===== config.mk =====
export PLATFORM = sky130hd
export DESIGN_NAME = wb_arbiter_flat
export DESIGN_NICKNAME = d
export VERILOG_FILES = /design/src/rtl/wb_arbiter_if.sv /design/src/rtl/wb_arbiter.sv /design/src/flat_wrapper.sv
export SDC_FILE = /design/constraint.sdc
export NUM_CORES = 1
export LEC_CHECK = 0
export CAP_MARGIN = 30
export CORE_ASPECT_RATIO = 1.75
export CORE_MARGIN = 2
export CORE_UTILIZATION = 45
export DETAILED_ROUTE_END_ITERATION = 10
export GPL_ROUTABILITY_DRIVEN = 0
export PLACE_DENSITY = 0.65
export REMOVE_ABC_BUFFERS = 1
export SKIP_CTS_REPAIR_TIMING = 1
export SLEW_MARGIN = 15
export SYNTH_ARGS = -nofsm -noshare
export SYNTH_HDL_FRONTEND = slang
export SYNTH_SLANG_ARGS = --single-unit

===== constraint.sdc =====
create_clock -name clk -period 4.7 [get_ports clk]
set_input_delay 0.94 -clock clk [delete_from_list [all_inputs] [get_ports clk]]
set_output_delay 0.94 -clock clk [all_outputs]
set_load 0.05 [all_outputs]

===== src/rtl/wb_arbiter_if.sv =====
`default_nettype none
// ============================================================================
// Module   : wb_arbiter_if
// Purpose  : Bundles the systolic-array write-back lanes, the SRAM write port
//            and the arbiter status lines into one interface.
// Ports    : master - arbiter view (drives SRAM write and status lines)
//            slave  - environment view (drives lanes, sram_ready, clear)
// Revision : 1.0 - initial release
// ============================================================================
interface wb_arbiter_if #(
  parameter int SA_NUM          = 3,
  parameter int SA_OUTPUT_WIDTH = 12,
  parameter int SRAM_ADDR_SIZE  = 10
);
  // Producer side: one entry per lane
  logic [SA_NUM-1:0][3:0]                 pool_rd_en_out;
  logic [SA_NUM-1:0][SA_OUTPUT_WIDTH-1:0] pool_out;
  logic [SA_NUM-1:0][SRAM_ADDR_SIZE-1:0]  fifo_wr_addr;
  // SRAM write port
  logic                                   sram_ready;
  logic                                   sram_wen;
  logic [SRAM_ADDR_SIZE-1:0]              sram_waddr;
  logic [SA_OUTPUT_WIDTH-1:0]             sram_wdata;
  // Control / status
  logic                                   clear_overflow;
  logic [SA_NUM-1:0]                      lane_full;
  logic [SA_NUM-1:0]                      overflow;
  logic                                   idle;

  modport master (
    input  pool_rd_en_out, pool_out, fifo_wr_addr, sram_ready, clear_overflow,
    output sram_wen, sram_waddr, sram_wdata, lane_full, overflow, idle
  );

  modport slave (
    output pool_rd_en_out, pool_out, fifo_wr_addr, sram_ready, clear_overflow,
    input  sram_wen, sram_waddr, sram_wdata, lane_full, overflow, idle
  );
endinterface
`default_nettype wire


===== src/rtl/wb_arbiter.sv =====
`default_nettype none
// ============================================================================
// Module   : wb_arbiter
// Purpose  : Collects write-backs from SA_NUM lanes into per-lane FIFOs and
//            drains them round-robin into a single registered SRAM write port.
// Ports    : clk    - clock, rising edge
//            resetn - asynchronous active-low reset
//            bus    - wb_arbiter_if.master: lane inputs, SRAM write port,
//                     clear_overflow, lane_full, overflow, idle
// Revision : 1.0 - initial release
// ============================================================================
module wb_arbiter #(
  parameter int SA_NUM          = 3,
  parameter int SA_OUTPUT_WIDTH = 12,
  parameter int SRAM_ADDR_SIZE  = 10,
  parameter int FIFO_DEPTH      = 4
) (
  input  logic          clk,
  input  logic          resetn,
  wb_arbiter_if.master  bus
);

  localparam int c_PTR_W   = $clog2(FIFO_DEPTH);
  localparam int c_CNT_W   = $clog2(FIFO_DEPTH + 1);
  localparam int c_LANE_W  = (SA_NUM > 1) ? $clog2(SA_NUM) : 1;
  localparam int c_ENTRY_W = SRAM_ADDR_SIZE + SA_OUTPUT_WIDTH;

  logic [SA_NUM-1:0]     w_valid;
  logic [SA_NUM-1:0]     w_push;
  logic [SA_NUM-1:0]     w_pop;
  logic [SA_NUM-1:0]     w_drop;
  logic [SA_NUM-1:0]     w_nonempty;
  logic [SA_NUM-1:0]     w_full;
  logic [c_ENTRY_W-1:0]  w_head [SA_NUM];

  logic                  w_load;
  logic                  w_any;
  logic [c_LANE_W-1:0]   w_grant;
  int                    w_idx;

  logic                  r_wen;
  logic [SRAM_ADDR_SIZE-1:0]  r_waddr;
  logic [SA_OUTPUT_WIDTH-1:0] r_wdata;
  logic [SA_NUM-1:0]     r_ovf;
  logic [c_LANE_W-1:0]   r_last;

  // The output register may take a new entry when it is empty or being accepted.
  assign w_load = ~r_wen | bus.sram_ready;

  // --------------------------------------------------------------------------
  // Per-lane FIFOs
  // --------------------------------------------------------------------------
  for (genvar i = 0; i < SA_NUM; i++) begin : g_lane
    logic [c_ENTRY_W-1:0] r_mem [FIFO_DEPTH];
    logic [c_PTR_W-1:0]   r_wr_ptr;
    logic [c_PTR_W-1:0]   r_rd_ptr;
    logic [c_CNT_W-1:0]   r_count;

    assign w_valid[i]    = |bus.pool_rd_en_out[i];
    assign w_full[i]     = (r_count == c_CNT_W'(FIFO_DEPTH));
    assign w_nonempty[i] = (r_count != '0);
    assign w_pop[i]      = w_load & w_any & (w_grant == c_LANE_W'(i));
    // A full lane still accepts a push when its head leaves at the same edge.
    assign w_push[i]     = w_valid[i] & (~w_full[i] | w_pop[i]);
    assign w_drop[i]     = w_valid[i] & w_full[i] & ~w_pop[i];
    assign w_head[i]     = r_mem[r_rd_ptr];

    always_ff @(posedge clk) begin
      if (w_push[i]) begin
        r_mem[r_wr_ptr] <= {bus.fifo_wr_addr[i], bus.pool_out[i]};
      end
    end

    always_ff @(posedge clk or negedge resetn) begin
      if (!resetn) begin
        r_wr_ptr <= '0;
        r_rd_ptr <= '0;
        r_count  <= '0;
      end else begin
        if (w_push[i]) r_wr_ptr <= r_wr_ptr + c_PTR_W'(1);
        if (w_pop[i])  r_rd_ptr <= r_rd_ptr + c_PTR_W'(1);
        case ({w_push[i], w_pop[i]})
          2'b10:   r_count <= r_count + c_CNT_W'(1);
          2'b01:   r_count <= r_count - c_CNT_W'(1);
          default: r_count <= r_count;
        endcase
      end
    end
  end

  // --------------------------------------------------------------------------
  // Round-robin grant: scan from the lane after r_last. The scan runs from the
  // farthest lane back to the nearest so the nearest non-empty lane is kept.
  // --------------------------------------------------------------------------
  always_comb begin
    w_any   = 1'b0;
    w_grant = r_last;
    w_idx   = 0;
    for (int k = SA_NUM; k >= 1; k--) begin
      w_idx = (int'(r_last) + k) % SA_NUM;
      if (w_nonempty[c_LANE_W'(w_idx)]) begin
        w_any   = 1'b1;
        w_grant = c_LANE_W'(w_idx);
      end
    end
  end

  // --------------------------------------------------------------------------
  // Output register, last-granted pointer and sticky overflow flags
  // --------------------------------------------------------------------------
  always_ff @(posedge clk or negedge resetn) begin
    if (!resetn) begin
      r_wen   <= 1'b0;
      r_waddr <= '0;
      r_wdata <= '0;
      r_ovf   <= '0;
      r_last  <= c_LANE_W'(SA_NUM - 1);
    end else begin
      // A drop at the clearing edge survives the clear.
      r_ovf <= (bus.clear_overflow ? '0 : r_ovf) | w_drop;
      if (w_load) begin
        r_wen <= w_any;
        if (w_any) begin
          {r_waddr, r_wdata} <= w_head[w_grant];
          r_last             <= w_grant;
        end
      end
    end
  end

  assign bus.sram_wen   = r_wen;
  assign bus.sram_waddr = r_waddr;
  assign bus.sram_wdata = r_wdata;
  assign bus.lane_full  = w_full;
  assign bus.overflow   = r_ovf;
  assign bus.idle       = ~(|w_nonempty) & ~r_wen;

endmodule
`default_nettype wire

===== src/flat_wrapper.sv =====
// flat-port wrapper written by rule: the top's interface ports become plain ports
module wb_arbiter_flat 
#(
  parameter int SA_NUM          = 3,
  parameter int SA_OUTPUT_WIDTH = 12,
  parameter int SRAM_ADDR_SIZE  = 10,
  parameter int FIFO_DEPTH      = 4
)
  (clk, resetn, bus_pool_rd_en_out, bus_pool_out, bus_fifo_wr_addr, bus_sram_ready, bus_clear_overflow, bus_sram_wen, bus_sram_waddr, bus_sram_wdata, bus_lane_full, bus_overflow, bus_idle);
  wb_arbiter_if #(.SA_NUM(SA_NUM), .SA_OUTPUT_WIDTH(SA_OUTPUT_WIDTH), .SRAM_ADDR_SIZE(SRAM_ADDR_SIZE)) bus_i ();
  input  logic clk;
  input  logic resetn;
  input wire logic [$bits(bus_i.pool_rd_en_out)-1:0] bus_pool_rd_en_out;
  input wire logic [$bits(bus_i.pool_out)-1:0] bus_pool_out;
  input wire logic [$bits(bus_i.fifo_wr_addr)-1:0] bus_fifo_wr_addr;
  input wire logic [$bits(bus_i.sram_ready)-1:0] bus_sram_ready;
  input wire logic [$bits(bus_i.clear_overflow)-1:0] bus_clear_overflow;
  output wire logic [$bits(bus_i.sram_wen)-1:0] bus_sram_wen;
  output wire logic [$bits(bus_i.sram_waddr)-1:0] bus_sram_waddr;
  output wire logic [$bits(bus_i.sram_wdata)-1:0] bus_sram_wdata;
  output wire logic [$bits(bus_i.lane_full)-1:0] bus_lane_full;
  output wire logic [$bits(bus_i.overflow)-1:0] bus_overflow;
  output wire logic [$bits(bus_i.idle)-1:0] bus_idle;
  assign bus_i.pool_rd_en_out = bus_pool_rd_en_out;
  assign bus_i.pool_out = bus_pool_out;
  assign bus_i.fifo_wr_addr = bus_fifo_wr_addr;
  assign bus_i.sram_ready = bus_sram_ready;
  assign bus_i.clear_overflow = bus_clear_overflow;
  assign bus_sram_wen = bus_i.sram_wen;
  assign bus_sram_waddr = bus_i.sram_waddr;
  assign bus_sram_wdata = bus_i.sram_wdata;
  assign bus_lane_full = bus_i.lane_full;
  assign bus_overflow = bus_i.overflow;
  assign bus_idle = bus_i.idle;
  wb_arbiter #(.SA_NUM(SA_NUM), .SA_OUTPUT_WIDTH(SA_OUTPUT_WIDTH), .SRAM_ADDR_SIZE(SRAM_ADDR_SIZE), .FIFO_DEPTH(FIFO_DEPTH)) u_core (.clk(clk), .resetn(resetn), .bus(bus_i));
endmodule

### Yosys cells after proc, flatten, opt, wreduce, memory -nomap -nowiden

Memory sizes are Yosys's and may differ from the RTL's.
Index checks and enable logic that the tools add are counted.

| storage, ports and cells | value |
|---|---|
| RAM bits | 264 |
| output and inout bits | 30 |
| memory bits (read-only) | 0 |
| bits in latches | 0 |
| memories | 3 |
| input port bits | 82 |
| register bits after elaboration | 49 |

| cells by class | value |
|---|---|
| shift-type cells | 0 |
| mux-type cells | 28 |
| div/mod/pow operators | 3 |
| magnitude comparators | 4 |
| equality and inequality tests | 11 |
| $add $sub $neg | 15 |
| multipliers | 0 |
| reduce and logical (&&, ||, !) cells | 12 |
| bitwise gates (word level) | 28 |

Memory list:

| name | depth | width | rd ports | clocked after Yosys merged registers in | write ports | line | text |
|---|---|---|---|---|---|---|---|
| u_core.g_lane[0].r_mem | 4 | 22 | 1 | 0 | 1 | wb_arbiter.sv:54 | `logic [c_ENTRY_W-1:0] r_mem [FIFO_DEPTH];` |
| u_core.g_lane[1].r_mem | 4 | 22 | 1 | 0 | 1 | wb_arbiter.sv:54 |  |
| u_core.g_lane[2].r_mem | 4 | 22 | 1 | 0 | 1 | wb_arbiter.sv:54 |  |

Operator list:

| cell | count |
|---|---|
| 32-bit by 3-bit remainder unit with 32-bit output (second input constant) | 3 |
| 22-bit binary-select mux with 2-bit select | 1 |
| 22-bit two-way mux | 2 |
| 3-bit one-hot mux with 2 select lines | 3 |
| 1-bit two-way mux | 15 |
| 1-bit bitwise AND | 14 |
| 2-bit by 1-bit adder with 2-bit output (second input constant) | 6 |
| 2-bit by 4-bit less-than comparator with 1-bit output (second input constant) | 3 |
| 4-bit OR reduction | 3 |
| 3-bit by 1-bit adder with 3-bit output (second input constant) | 3 |
| 3-bit == test (second input constant) | 3 |
| 3-bit nonzero test | 3 |
| 3-bit by 1-bit subtractor with 3-bit output (second input constant) | 3 |
| 2-bit by 1-bit == test with 1-bit output (second input constant) | 4 |
| 2-bit == test (second input constant) | 4 |
| 1-bit inverter | 8 |
| 2-bit by 2-bit adder with 3-bit output (second input constant) | 2 |
| 1-bit binary-select mux with 2-bit select | 3 |
| 2-bit two-way mux | 3 |
| 2-bit nonzero test | 3 |
| 1-bit OR | 4 |
| 2-bit by 1-bit adder with 3-bit output (second input constant) | 1 |
| 3-bit >= comparator (second input constant) | 1 |
| 3-bit two-way mux | 1 |
| 5 further kinds | 5 |

### Depth between registers and ports, before layout

Gate-level depths: netlist of run 1.

| depth | value |
|---|---|
| depth after elaboration | 14 |
| depth in mapped cells | 17 |

### Least setup slack after synthesis of run 1

No wires, ideal clock.

| timing path | value |
|---|---|
| path kind | register to register |
| start | register u_core.r_last[1] |
| end | register u_core.g_lane[0].r_count[2] |
| path slack | 1.307 ns |
| stages on the path, launching flop included | 17 |
| arrival time | 3.314 ns |
| period minus slack after synthesis | 3.393 ns |
| buffers on the path | 2 |
| setup time | 0.079 ns |
| cell sequence | dfstp_2 -> inv_1 -> ha_1 -> buf_2 -> nor4_1 -> a211oi_1 -> a311o_1 -> o31a_1 -> or2_1 -> buf_2 -> nor2_1 -> ha_1 -> inv_1 -> fa_1 -> xor2_1 -> nor2_1 -> xor2_1 |

| on the way | value |
|---|---|
| cells in the longest elaborated chain, start to end | 14 |

RTL lines:

| element | line | text |
|---|---|---|
| start, declared | wb_arbiter.sv:45 | `logic [c_LANE_W-1:0] r_last;` |
| start signal, assigned | wb_arbiter.sv:117 | `r_last <= c_LANE_W'(SA_NUM - 1);` |
| start signal, assigned | wb_arbiter.sv:125 | `r_last <= w_grant;` |
| 2-bit by 2-bit adder with 3-bit output | wb_arbiter.sv:100 | `w_idx = (int'(r_last) + k) % SA_NUM;` |
| 32-bit by 3-bit remainder unit with 32-bit output | wb_arbiter.sv:100 |  |
| 1-bit binary-select mux with 2-bit select | wb_arbiter.sv:101 | `if (w_nonempty[c_LANE_W'(w_idx)]) begin` |
| 1-bit two-way mux (not written as such) (2 in series) | wb_arbiter.sv:101 |  |
| 1-bit two-way mux or 2-bit two-way mux (tied branches) (3 in series) | wb_arbiter.sv:101 |  |
| 1-bit bitwise AND or 2-bit zero test (tied branches) | wb_arbiter.sv:62 | `assign w_pop[i] = w_load & w_any & (w_grant == c_LANE_W'(i));` |
| 1-bit bitwise AND (*) | wb_arbiter.sv:62 |  |
| via u_core.w_pop[0] | wb_arbiter.sv:30 | `logic [SA_NUM-1:0] w_pop;` |
| 1-bit OR | wb_arbiter.sv:64 | `assign w_push[i] = w_valid[i] & (~w_full[i] \| w_pop[i]);` |
| 1-bit bitwise AND | wb_arbiter.sv:64 |  |
| 2-bit by 1-bit == test with 1-bit output or 2-bit == test (tied branches) | wb_arbiter.sv:82 | `case ({w_push[i], w_pop[i]})` |
| 3-bit one-hot mux with 2 select lines or 2-bit nonzero test (tied branches) | n/a |  |
| end signal, assigned | wb_arbiter.sv:83 | `2'b10: r_count <= r_count + c_CNT_W'(1);` |
| end signal, assigned | wb_arbiter.sv:84 | `2'b01: r_count <= r_count - c_CNT_W'(1);` |
| end signal, assigned | wb_arbiter.sv:85 | `default: r_count <= r_count;` |
| end, declared | wb_arbiter.sv:57 | `logic [c_CNT_W-1:0] r_count;` |

The timed path passes the listed nets; every way through them passes the cells marked *. The select of a mux whose other input is x is not followed.
A chain may end at the register's enable or synchronous reset.

### Worst setup path after layout of run 1

Ends and elaborated chain as after synthesis.

==> results.txt, run 1 <==
GRT Overall Usage -> 0.188
Status -> finished, final reports clean
DR vias -> 6318
Hold_ws -> 0.487 ns
Vert. Die Dim -> 224 um
Minimum clock period -> 3.87 ns
CTS Root Cell -> clkbuf_16
DRT iter0 DRCs -> 453
DRC errors left -> 0
Setup violations, final -> 0
CTS tree -> done
Startpoint types -> flip-flop
Synth Flop Type -> edfxtp_1
CP endpoint kind -> flip-flop
Worst Path Buf+Inv -> 3
Multi-input logic area -> 3030 um2
Measured slew at the worst slew-check pin -> 0.715 ns
Clock Tree Buf Depth -> 3
Worst-path clk slew -> 0.07 ns
Via density per instance -> 5.47
Die area -> 29000 um2
Sequential area share after synthesis -> 0.738
Synth top area share -> 0.639
Reg2Reg Capture Point -> u_core.g_lane[0].r_count[2]$_DFFE_PN0P_
Final period utilization -> 0.824
Synth unique cells -> 54
Design area -> 15000 um2
Hold Path Class -> in -> async
Vias in the first global route -> 6843
Slew Limit Fails -> 0
Synth Register Bits -> 313
Cell Pwr Density -> 757 nW/um2
CP peak stage delay -> 0.56 ns
DR WL/cell -> 22.9 um
Worst reg2reg startpoint -> u_core.r_last[1]$_DFFE_PN1P_
Num CTS Buffers -> 27
Crit-path slowest cell -> dfstp_2
Synth top area cells -> edfxtp_1 64%, mux4_2 12%, dfrtp_1 9.7%, mux2i_1 2.0%, ha_1 1.6%
Area growth from synthesis to layout -> 20.8%
RSZ-0062 raised after global routing -> false
Global route overflow -> 0
Core ar. -> 27200 um2
Clock latency on the worst-skew pair -> 0.56 ns
Post-synth top area cell -> edfxtp_1
Asr flop ratio synth -> 0.157
Max-capacitance violation count -> 0
I/O pin count -> 112
Residual antenna-violating net count after detailed routing -> 0
CP max FO -> 24
Max_slew headroom -> 0.511
Initial antenna violation count -> 0
Leak -> 5.20 nW
Syn Inst Count -> 631
Mapped Area -> 12400 um2
Worst path required time -> 5.17 ns
CP cell instances -> inv_1, ha_1, nor4_1, a211oi_1, a311o_1, o31a_1, or2_1, buf_4, nor2_1, ha_1, inv_1, fa_1, xor2_1, nor2_1, xor2_1
Drt pass-1 iters -> 7
Setup TNS -> 0 ns
Fraction of layout cells with a size suffix above 1 -> 0.191
Hold Vio Cnt, Final -> 0
Starting Density -> 0.456
Reg2Reg Depth -> 15
Delay-heaviest family, CP -> simple AND/OR/NAND/NOR gates
Final net count -> 867
EDFF count, synth -> 264
Final wirelength -> 26500 um
Largest net degree at the start of global routing -> 50
Antenna cells -> 0
Skew final -> 0.0146 ns
Post-DP HPWL -> 18100 um
Layout Utilization -> 0.550
Ys Warns -> 0
CP arrival -> 4.34 ns
# clock sinks -> 313
Fillcell total -> 2162
Worst vdd ir -> 275 uV
Kind of critical path -> reg -> reg
Num rows -> 80
Placed inst area -> 14100 um2
H-tree levels -> 1
Syn Area/Cell -> 19.7 um2
R2r setup slk -> 0.83 ns
FF/Latch Area -> 9160 um2
PortBufs -> 111
Upper clock frequency limit -> 258 MHz
Die W -> 130 um
First-pass GRT wire length -> 40300 um
cell usage in the layout, fill, tap and decap left out, types with 2 or more instances in the layout:
master | netlist | final
edfxtp_1 | 264 | 264
clkdlybuf4s50_1 | 0 | 110
mux4_2 | 66 | 66
dfrtp_1 | 48 | 48
clkbuf_16 | 0 | 27
inv_1 | 25 | 25
mux2i_1 | 25 | 25
a22oi_1 | 23 | 23
o21ai_0 | 21 | 21
buf_4 | 2 | 21
ha_1 | 16 | 16
nor2_1 | 13 | 13
and2_1 | 12 | 12
xnor2_1 | 9 | 9
nand2_1 | 8 | 8
xor2_1 | 7 | 7
clkinvlp_4 | 0 | 6
nor4_1 | 5 | 5
or3_1 | 5 | 5
nor3_1 | 5 | 5
and3_1 | 5 | 5
clkinv_2 | 0 | 5
a21oi_1 | 4 | 4
o21ai_1 | 4 | 4
bufinv_16 | 0 | 4
o22ai_1 | 3 | 3
fa_1 | 3 | 3
clkinv_1 | 0 | 3
nor3_2 | 2 | 2
a211oi_1 | 2 | 2
o32ai_1 | 2 | 2
inv_6 | 0 | 2
clkbuf_1 | 18 | 2
buf_16 | 0 | 2
layer usage:
| layer | global-route usage | up-vias | part of all wire |
|---|---|---|---|
| met3 | 0.0263 | 34 | 0.043 |
| met2 | 0.355 | 164 | 0.57 |
| li1 | - | 2789 | - |
| met1 | 0.219 | 3331 | 0.37 |
| met5 | 0 | - | 0 |
| met4 | 0.0513 | 0 | 0.022 |
sequential cells by signal (all words and copies together) (netlist names):
signal and cells:
u_core.g_lane.r_count 9, u_core.bus.sram_wdata 12, u_core.bus.overflow 3, u_core.g_lane.r_mem 264, u_core.bus.sram_waddr 10, u_core.g_lane.r_wr_ptr 6, u_core.bus.sram_wen 1, u_core.r_last 2
u_core.g_lane.r_rd_ptr 6
worst max path at each step:
stage	slack, ns	cells past startpoint	end	startpoint
after floorplan	0.92	11	u_core.g_lane[2].r_count[2]$_DFFE_PN0P_	u_core.r_last[1]$_DFFE_PN1P_
after global placement	0.88	12	u_core.g_lane[0].r_count[2]$_DFFE_PN0P_	bus_sram_ready
after detailed placement	0.84	12	u_core.g_lane[0].r_count[2]$_DFFE_PN0P_	bus_sram_ready
after CTS	0.82	15	u_core.g_lane[0].r_count[2]$_DFFE_PN0P_	u_core.r_last[1]$_DFFE_PN1P_
after global routing	0.49	15	u_core.g_lane[0].r_count[2]$_DFFE_PN0P_	u_core.r_last[1]$_DFFE_PN1P_
final	0.83	15	u_core.g_lane[0].r_count[2]$_DFFE_PN0P_	u_core.r_last[1]$_DFFE_PN1P_
layout make-up:
type,count,share of cell area
clock buffers,29,0.0456
clock inverters,21,0.0152
inverters,25,0.00626
multi-input cells,264,0.202
flip-flops and latches,313,0.611
well taps,369,0.0308
repair buffers,135,0.0890
synth_stat cells, types with 2 or more instances:
library cell and instances:
edfxtp_1 264, or3_1 5, xnor2_1 9, nor3_1 5
a21oi_1 4, nor2_1 13, o32ai_1 2, o21ai_0 21
dfrtp_1 48, ha_1 16, clkbuf_1 18, inv_1 25
xor2_1 7, buf_2 6, nor3_2 2, and3_1 5
mux4_2 66, nor4_1 5, buf_4 2, a22oi_1 23
nand2_1 8, fa_1 3, mux2i_1 25, and2_1 12
o22ai_1 3, o21ai_1 4, buf_1 2, a211oi_1 2
per-stage QoR:
| step | setup WS, ns | total power, mW | std cells |
|---|---|---|---|
| 2_1_floorplan | 0.923 | 7.45 | 602 |
| 3_3_place_gp | 0.882 | 8.95 | 1103 |
| 3_5_place_dp | 0.837 | 9.20 | 1106 |
| 4_1_cts | 0.823 | 11.5 | 1156 |
| 5_1_grt | 0.487 | 11.9 | 1156 |
| 6_report | 0.826 | 11.3 | 1156 |
power by group:
group,switching [mW],total [mW],internal [mW]
Sequential,0.396,4.61,4.22
Combinational,2.66,4.44,1.78
Clock,1.00,2.29,1.28
cells by family after synthesis:
group,share of synthesized area
fa+ha+maj,0.0210
buf+inv,0.0182
compound gates,0.0397
mux,0.143
flops,0.738
xor+xnor,0.0113
simple gates,0.0290
No activity file was read; power rests on OpenSTA's default activity.
==> run 2: changes to the inputs <==
==> constraint.sdc (replaced) <==
create_clock -name clk -period 3.65 [get_ports clk]
set_input_delay 0.73 -clock clk [delete_from_list [all_inputs] [get_ports clk]]
set_output_delay 0.73 -clock clk [all_outputs]
set_load 0.05 [all_outputs]
==> run 2 against run 1 <==
Net effect:
- sequential power rose by 30%
- sequential cell count is the same
- design area is 0.52% higher
- first-iteration DRC count up 5.5%
- critical path depth is 4 lower
- largest power group unchanged
- non-clock buffer count grew 5
- critical endpoint is now u_core.g_lane[2].r_count[2]$_DFFE_PN0P_
==> results.txt, run 2 (synthesized netlist as in run 1, its figures left out) <==
Status -> finished, final reports clean (unchanged)
Global route overflow -> 0 (unchanged)
Kind of critical path -> reg -> reg (unchanged)
Worst vdd ir -> 395 uV (was 275 uV)
DR WL/cell -> 23.4 um (was 22.9 um)
GRT Overall Usage -> 0.190 (was 0.188)
Worst-path clk slew -> 0.07 ns (about the same)
Commonest non-fill, non-tap cell in the layout -> edfxtp_1 (unchanged)
Placed inst area -> 14200 um2 (was 14100 um2)
CP cell instances -> ha_2, nor3_1, a2111oi_0, dlymetal6s2s_1, or3_1, nor2_2, nand2_1, fa_1, or3_1, o21ai_0, a22oi_1 (was inv_1, ha_1, nor4_1, a211oi_1, a311o_1, o31a_1, or2_1, buf_4, nor2_1, ha_1, inv_1, fa_1, xor2_1, nor2_1, xor2_1)
Minimum clock period -> 3.50 ns (was 3.87 ns)
DR vias -> 6339 (was 6318)
# clock sinks -> 313 (unchanged)
H-tree levels -> 1 (unchanged)
Non-Filler Instances -> 1154 (was 1156)
Via density per instance -> 5.49 (was 5.47)
Vias in the first global route -> 6930 (was 6843)
Hold Vio Cnt, Final -> 0 (unchanged)
Final net count -> 871 (was 867)
Antenna cells -> 0 (unchanged)
Residual antenna-violating net count after detailed routing -> 0 (unchanged)
Top reg by flops -> u_core.g_lane.r_mem (unchanged)
Max_slew headroom -> 0.596 (was 0.511)
RSZ-0062 raised after global routing -> true (was false)
Num rows -> 80 (unchanged)
Skew final -> 0.0190 ns (was 0.0146 ns)
Final wirelength -> 27000 um (was 26500 um)
CP peak stage delay -> 0.58 ns (was 0.56 ns)
Final period utilization -> 0.959 (was 0.824)
Placed Instances -> 1109 (was 1106)
CP arrival -> 3.90 ns (was 4.34 ns)
Upper clock frequency limit -> 286 MHz (was 258 MHz)
Post-DP HPWL -> 18300 um (was 18100 um)
CP endpoint kind -> flip-flop (unchanged)
CTS Root Cell -> clkbuf_16 (unchanged)
Slew Limit Fails -> 0 (unchanged)
Drt pass-1 iters -> 4 (was 7)
I/O pin count -> 112 (unchanged)
Cell Pwr Density -> 977 nW/um2 (was 757 nW/um2)
Die W -> 130 um (unchanged)
Most Frequent Cell on Critical Path -> or3_1
Hold Path Class -> in -> async (unchanged)
Fraction of layout cells with a size suffix above 1 -> 0.192 (was 0.191)
CP max FO -> 9 (was 24)
Design area -> 15100 um2 (was 15000 um2)
Startpoint types -> flip-flop (unchanged)
Crit-path slowest cell -> dfstp_2 (unchanged)
DRC errors left -> 0 (unchanged)
Max-capacitance violation count -> 0 (unchanged)
Clock latency on the worst-skew pair -> 0.55 ns (was 0.56 ns)
Leak -> 5.24 nW (was 5.20 nW)
Area growth from synthesis to layout -> 21.4% (was 20.8%)
PortBufs -> 111 (unchanged)
CTS tree -> done (unchanged)
Setup violations, final -> 0 (unchanged)
Die area -> 29000 um2 (unchanged)
Starting Density -> 0.456 (unchanged)
Hold_ws -> 0.177 ns (was 0.487 ns)
Vert. Die Dim -> 224 um (unchanged)
Num CTS Buffers -> 26 (was 27)
Worst path required time -> 4.05 ns (was 5.17 ns)
Largest net degree at the start of global routing -> 32 (was 50)
Commonest cells after routing, fill and taps aside -> 264 x edfxtp_1, 110 x clkdlybuf4s50_1, 66 x mux4_2, 48 x dfrtp_1, 26 x clkbuf_16 (was 264 x edfxtp_1, 110 x clkdlybuf4s50_1, 66 x mux4_2, 48 x dfrtp_1, 27 x clkbuf_16)
Clock Tree Buf Depth -> 3 (unchanged)
DRT iter0 DRCs -> 478 (was 453)
First-pass GRT wire length -> 40600 um (was 40300 um)
Initial antenna violation count -> 0 (unchanged)
Core ar. -> 27200 um2 (unchanged)
Measured slew at the worst slew-check pin -> 0.600 ns (was 0.715 ns)
Number of flip-flops in the largest register -> 264 (unchanged)
## run 2: cell types whose count changed in the layout (fill, tap and decap cells not counted), moves of 2 or more
cell / before / now
clkbuf_1: 2 / 5
clkinv_1: 3 / 0
ha_2: 0 / 2
buf_12: 0 / 5
clkinvlp_4: 6 / 0
ha_1: 16 / 14
buf_4: 21 / 19
## run 2: metrics by stage
stage	total power [mW]	TNS, ns	setup slack, ns	utilization
5_1_grt	15.5	0	0.00504	0.553
4_1_cts	14.8	0	0.0407	0.551
3_3_place_gp	11.7	0	0.213	0.517
6_report	14.7	0	0.150	0.553
2_1_floorplan	9.59	-0.202	-0.127	-
3_5_place_dp	12.0	0	0.0614	0.520
## run 2: power by group
| part | total [mW] | switching [mW] | leakage (nW) | internal (mW) |
|---|---|---|---|---|
| Clock | 2.80 | 1.20 | 0.418 | 1.59 |
| Combinational | 5.94 | 3.48 | 1.77 | 2.46 |
| Sequential | 5.98 | 0.556 | 3.04 | 5.43 |
## run 2: layout make-up
cell class / instances / area (um2)
clock inverter: 12 / 175
multi-input combinational: 264 / 3050
tap: 369 / 462
fill: 2129 / 12200
inverter: 25 / 93.8
clock buffer: 31 / 669
sequential: 313 / 9160
timing repair buffer: 140 / 1460
## run 2: layer usage
metal  track usage  part of all wire
met5             0                 0
met4        0.0548             0.023
met3        0.0222             0.041
met2         0.362              0.57
met1         0.220              0.37
## run 2: final timing paths
| check | startpoint | endpoint | slack, ns | cells past startpoint |
|---|---|---|---|---|
| hold reg to reg | u_core.g_lane[1].r_count[2]$_DFFE_PN0P_ | u_core.g_lane[1].r_count[2]$_DFFE_PN0P_ | 0.51 | 1 |
| setup / recovery | u_core.r_last[1]$_DFFE_PN1P_ | u_core.g_lane[2].r_count[2]$_DFFE_PN0P_ | 0.15 | 11 |
| max in group asynchronous | resetn | u_core.bus.sram_wdata[5]$_DFFE_PN0P_ | 2.69 | 2 |
| setup reg to reg | u_core.r_last[1]$_DFFE_PN1P_ | u_core.g_lane[2].r_count[2]$_DFFE_PN0P_ | 0.15 | 11 |
| min in group clk | u_core.g_lane[1].r_count[2]$_DFFE_PN0P_ | u_core.g_lane[1].r_count[2]$_DFFE_PN0P_ | 0.51 | 1 |
| hold / removal | resetn | u_core.g_lane[2].r_wr_ptr[0]$_DFFE_PN0P_ | 0.18 | 1 |
## run 2: critical path: cells and delay by family, from the launching register on
family,cells,cell delay (ns)
buffers and inverters,1,0.21
AND/OR/NAND/NOR,5,1.40
flip-flops,1,0.58
adder cells (fa/ha/maj),2,0.77
AO/OA/AOI/OAI,3,0.41
==> run 3: changes to the inputs <==
--- a/config.mk
+++ b/config.mk
@@ -6,11 +6,11 @@
 export NUM_CORES = 1
 export LEC_CHECK = 0
 export CAP_MARGIN = 30
-export CORE_ASPECT_RATIO = 1.75
 export CORE_MARGIN = 2
 export CORE_UTILIZATION = 45
 export DETAILED_ROUTE_END_ITERATION = 10
 export GPL_ROUTABILITY_DRIVEN = 0
+export MAX_ROUTING_LAYER = met4
 export PLACE_DENSITY = 0.65
 export REMOVE_ABC_BUFFERS = 1
 export SKIP_CTS_REPAIR_TIMING = 1
==> run 3 against run 2 <==
Net effect:
- the run now ends with design-rule violations left
- global-route usage decreased by 0.62 points
- largest cell class unchanged
- die area decreased by 0.18%
- register-to-register slack got worse by 0.099 ns
- combinational power decreased by 5.9%
- count of clock-buffer cells in the layout increased by 14
- highest routed layer unchanged
- core utilization increased by 0.91 points
- design area increased by 0.91%
==> results.txt, run 3 (synthesized netlist as in run 1, its figures left out) <==
Via density per instance -> 5.63 (was 5.49)
Measured slew at the worst slew-check pin -> 0.765 ns (was 0.600 ns)
Crit-path slowest cell -> or4_4 (was dfstp_2)
Clock latency on the worst-skew pair -> 0.57 ns (was 0.55 ns)
Clock Power Share -> 0.221 (was 0.190)
DRT iter0 DRCs -> 499 (was 478)
Slew Limit Fails -> 0 (unchanged)
Top reg by flops -> u_core.g_lane.r_mem (unchanged)
Fillcell total -> 2097 (was 2129)
Vias in the first global route -> 6805 (was 6930)
I/O pin count -> 112 (unchanged)
Reg2Reg Depth -> 13 (was 11)
Pwr Total -> 14.9 mW (was 14.7 mW)
Worst path required time -> 4.08 ns (was 4.05 ns)
CTS Root Cell -> clkbuf_16 (unchanged)
First-pass GRT wire length -> 38900 um (was 40600 um)
Clock Tree Buf Depth -> 3 (unchanged)
Worst vdd ir -> 747 uV (was 395 uV)
Layout Utilization -> 0.562 (was 0.553)
Reg2Reg Capture Point -> u_core.g_lane[2].r_count[2]$_DFFE_PN0P_ (unchanged)
# clock sinks -> 313 (unchanged)
Core ar. -> 27000 um2 (was 27200 um2)
Multi-input logic area -> 3050 um2 (about the same)
Area growth from synthesis to layout -> 22.5% (was 21.4%)
Post-DP HPWL -> 16600 um (was 18300 um)
Number of flip-flops in the largest register -> 264 (unchanged)
DR WL/cell -> 22.1 um (was 23.4 um)
Fraction of layout cells with a size suffix above 1 -> 0.203 (was 0.192)
Worst reg2reg startpoint -> u_core.r_last[0]$_DFFE_PN0P_ (was u_core.r_last[1]$_DFFE_PN1P_)
Switching Share -> 0.344 (was 0.356)
Delay-heaviest family, CP -> simple AND/OR/NAND/NOR gates (unchanged)
Num rows -> 60 (was 80)
Num CTS Buffers -> 31 (was 26)
Cell Pwr Density -> 981 nW/um2 (was 977 nW/um2)
RSZ-0062 raised after global routing -> true (unchanged)
Starting Density -> 0.459 (was 0.456)
Initial antenna violation count -> 2 (was 0)
CTS tree -> done (unchanged)
Combinational power share -> 0.375 (was 0.403)
FF/Latch Area -> 9160 um2 (unchanged)
Crit path to -> u_core.g_lane[2].r_count[2]$_DFFE_PN0P_ (unchanged)
Final net count -> 875 (was 871)
Final wirelength -> 25200 um (was 27000 um)
Startpoint types -> flip-flop (unchanged)
Setup TNS -> 0 ns (unchanged)
Final period utilization -> 0.986 (was 0.959)
Residual antenna-violating net count after detailed routing -> 0 (unchanged)
Vert. Die Dim -> 170 um (was 224 um)
CP max FO -> 25 (was 9)
PortBufs -> 111 (unchanged)
Placed inst area -> 14100 um2 (was 14200 um2)
Worst-path clk slew -> 0.07 ns (about the same)
CP arrival -> 4.02 ns (was 3.90 ns)
Switching power -> 5.13 mW (was 5.24 mW)
Commonest non-fill, non-tap cell in the layout -> edfxtp_1 (unchanged)
Die W -> 170 um (was 130 um)
Skew final -> 0.0239 ns (was 0.0190 ns)
DRC errors left -> 1 (was 0)
Max_slew headroom -> 0.490 (was 0.596)
Worst Path Buf+Inv -> 2 (was 1)
Commonest cells after routing, fill and taps aside -> 264 x edfxtp_1, 110 x clkdlybuf4s50_1, 66 x mux4_2, 48 x dfrtp_1, 33 x clkbuf_16 (was 264 x edfxtp_1, 110 x clkdlybuf4s50_1, 66 x mux4_2, 48 x dfrtp_1, 26 x clkbuf_16)
Minimum clock period -> 3.60 ns (was 3.50 ns)
CP peak stage delay -> 0.54 ns (was 0.58 ns)
CP cell instances -> inv_1, ha_2, nor3_2, a21oi_1, nor2_1, or4_4, buf_4, nor2_2, nand2_1, fa_1, or3_1, o21ai_0, a22oi_1 (was ha_2, nor3_1, a2111oi_0, dlymetal6s2s_1, or3_1, nor2_2, nand2_1, fa_1, or3_1, o21ai_0, a22oi_1)
Kind of critical path -> reg -> reg (unchanged)
Non-Filler Instances -> 1142 (was 1154)
Drt pass-1 iters -> 8 (was 4)
CP endpoint kind -> flip-flop (unchanged)
Status -> finished, violations left (was finished, final reports clean)
Critical Path Source -> u_core.r_last[0]$_DFFE_PN0P_ (was u_core.r_last[1]$_DFFE_PN1P_)
Upper clock frequency limit -> 278 MHz (was 286 MHz)
Leak -> 5.32 nW (was 5.24 nW)
H-tree levels -> 1 (unchanged)
Critical Path Stages -> 13 (was 11)
Sequential Power Share -> 0.404 (was 0.406)
Design area -> 15200 um2 (was 15100 um2)
Placed Instances -> 1082 (was 1109)
Hold Vio Cnt, Final -> 0 (unchanged)
Die area -> 28900 um2 (was 29000 um2)
Failing checks -> design-rule violations
Internal power -> 9.78 mW (was 9.48 mW)
Largest net degree at the start of global routing -> 32 (unchanged)
GRT Overall Usage -> 0.184 (was 0.190)
Global route overflow -> 0 (unchanged)
Hold Path Class -> in -> async (unchanged)
Max-capacitance violation count -> 0 (unchanged)
R2r setup slk -> 0.05 ns (was 0.15 ns)
Setup violations, final -> 0 (unchanged)
DR vias -> 6434 (was 6339)
==> run 3: cell count changes in the layout (fill, tap and decap cells not counted), moves of 2 or more <==
cell       delta
buf_12        -2
buf_16        -3
buf_4         +3
buf_8         +3
clkbuf_16     +7
clkbuf_8      +6
clkinv_1      +3
clkinv_2      -3
diode_2       +2
inv_4         +3
==> run 3: final cells by class <==
class                      instances  area share
sequential                       313       0.602
inverter                          25     0.00617
timing repair buffer             139      0.0906
antenna                            2    0.000329
multi-input combinational        264       0.201
tap                              341      0.0281
clock buffer                      45      0.0613
clock inverter                    13      0.0102
==> run 3: worst reg2reg max path: stages (launching register included) <==
cell,delay [ns]
dfrtp_1,0.41
inv_1,0.09
ha_2,0.42
nor3_2,0.10
a21oi_1,0.14
nor2_1,0.09
or4_4,0.54
buf_4,0.25
nor2_2,0.16
nand2_1,0.08
fa_1,0.45
or3_1,0.40
o21ai_0,0.22
a22oi_1,0.14
==> run 3: how the worst min path moves through the flow <==
stage                                                  from                                        to  slack, ns  depth (start not counted)
floorplan                                            resetn          u_core.bus.overflow[0]$_DFF_PN0_       0.43                          0
global route                                         resetn  u_core.g_lane[2].r_wr_ptr[0]$_DFFE_PN0P_       0.25                          1
CTS                                                  resetn      u_core.bus.sram_wdata[0]$_DFFE_PN0P_       0.21                          1
global placement    u_core.g_lane[1].r_count[2]$_DFFE_PN0P_   u_core.g_lane[1].r_count[2]$_DFFE_PN0P_       0.49                          1
detailed placement  u_core.g_lane[1].r_count[2]$_DFFE_PN0P_   u_core.g_lane[1].r_count[2]$_DFFE_PN0P_       0.50                          1
finish                                               resetn      u_core.bus.sram_wdata[0]$_DFFE_PN0P_       0.22                          1
==> run 3: power groups by stage <==
stage,Sequential (mW),Combinational [mW],Clock (mW)
6_report,6.02,5.59,3.30
5_1_grt,6.15,6.05,3.51
4_1_cts,6.03,5.69,3.37
3_5_place_dp,6.09,5.67,0
3_3_place_gp,6.09,5.39,0
2_1_floorplan,6.53,3.06,0
==> run 3: metrics by stage <==
step	setup WS [ns]	hold slack, ns
final	0.0513	0.217
after global routing	-0.0542	0.253
after CTS	0.0101	0.213
after detailed placement	0.0336	0.502
after global placement	0.267	0.491
after floorplan	-0.127	0.434
==> run 3: per-layer routing <==
metal,GRT usage,wire length [um]
met1,0.236,10500
met3,0.0291,1370
met2,0.305,12500
met4,0.0554,826
met5,-,0
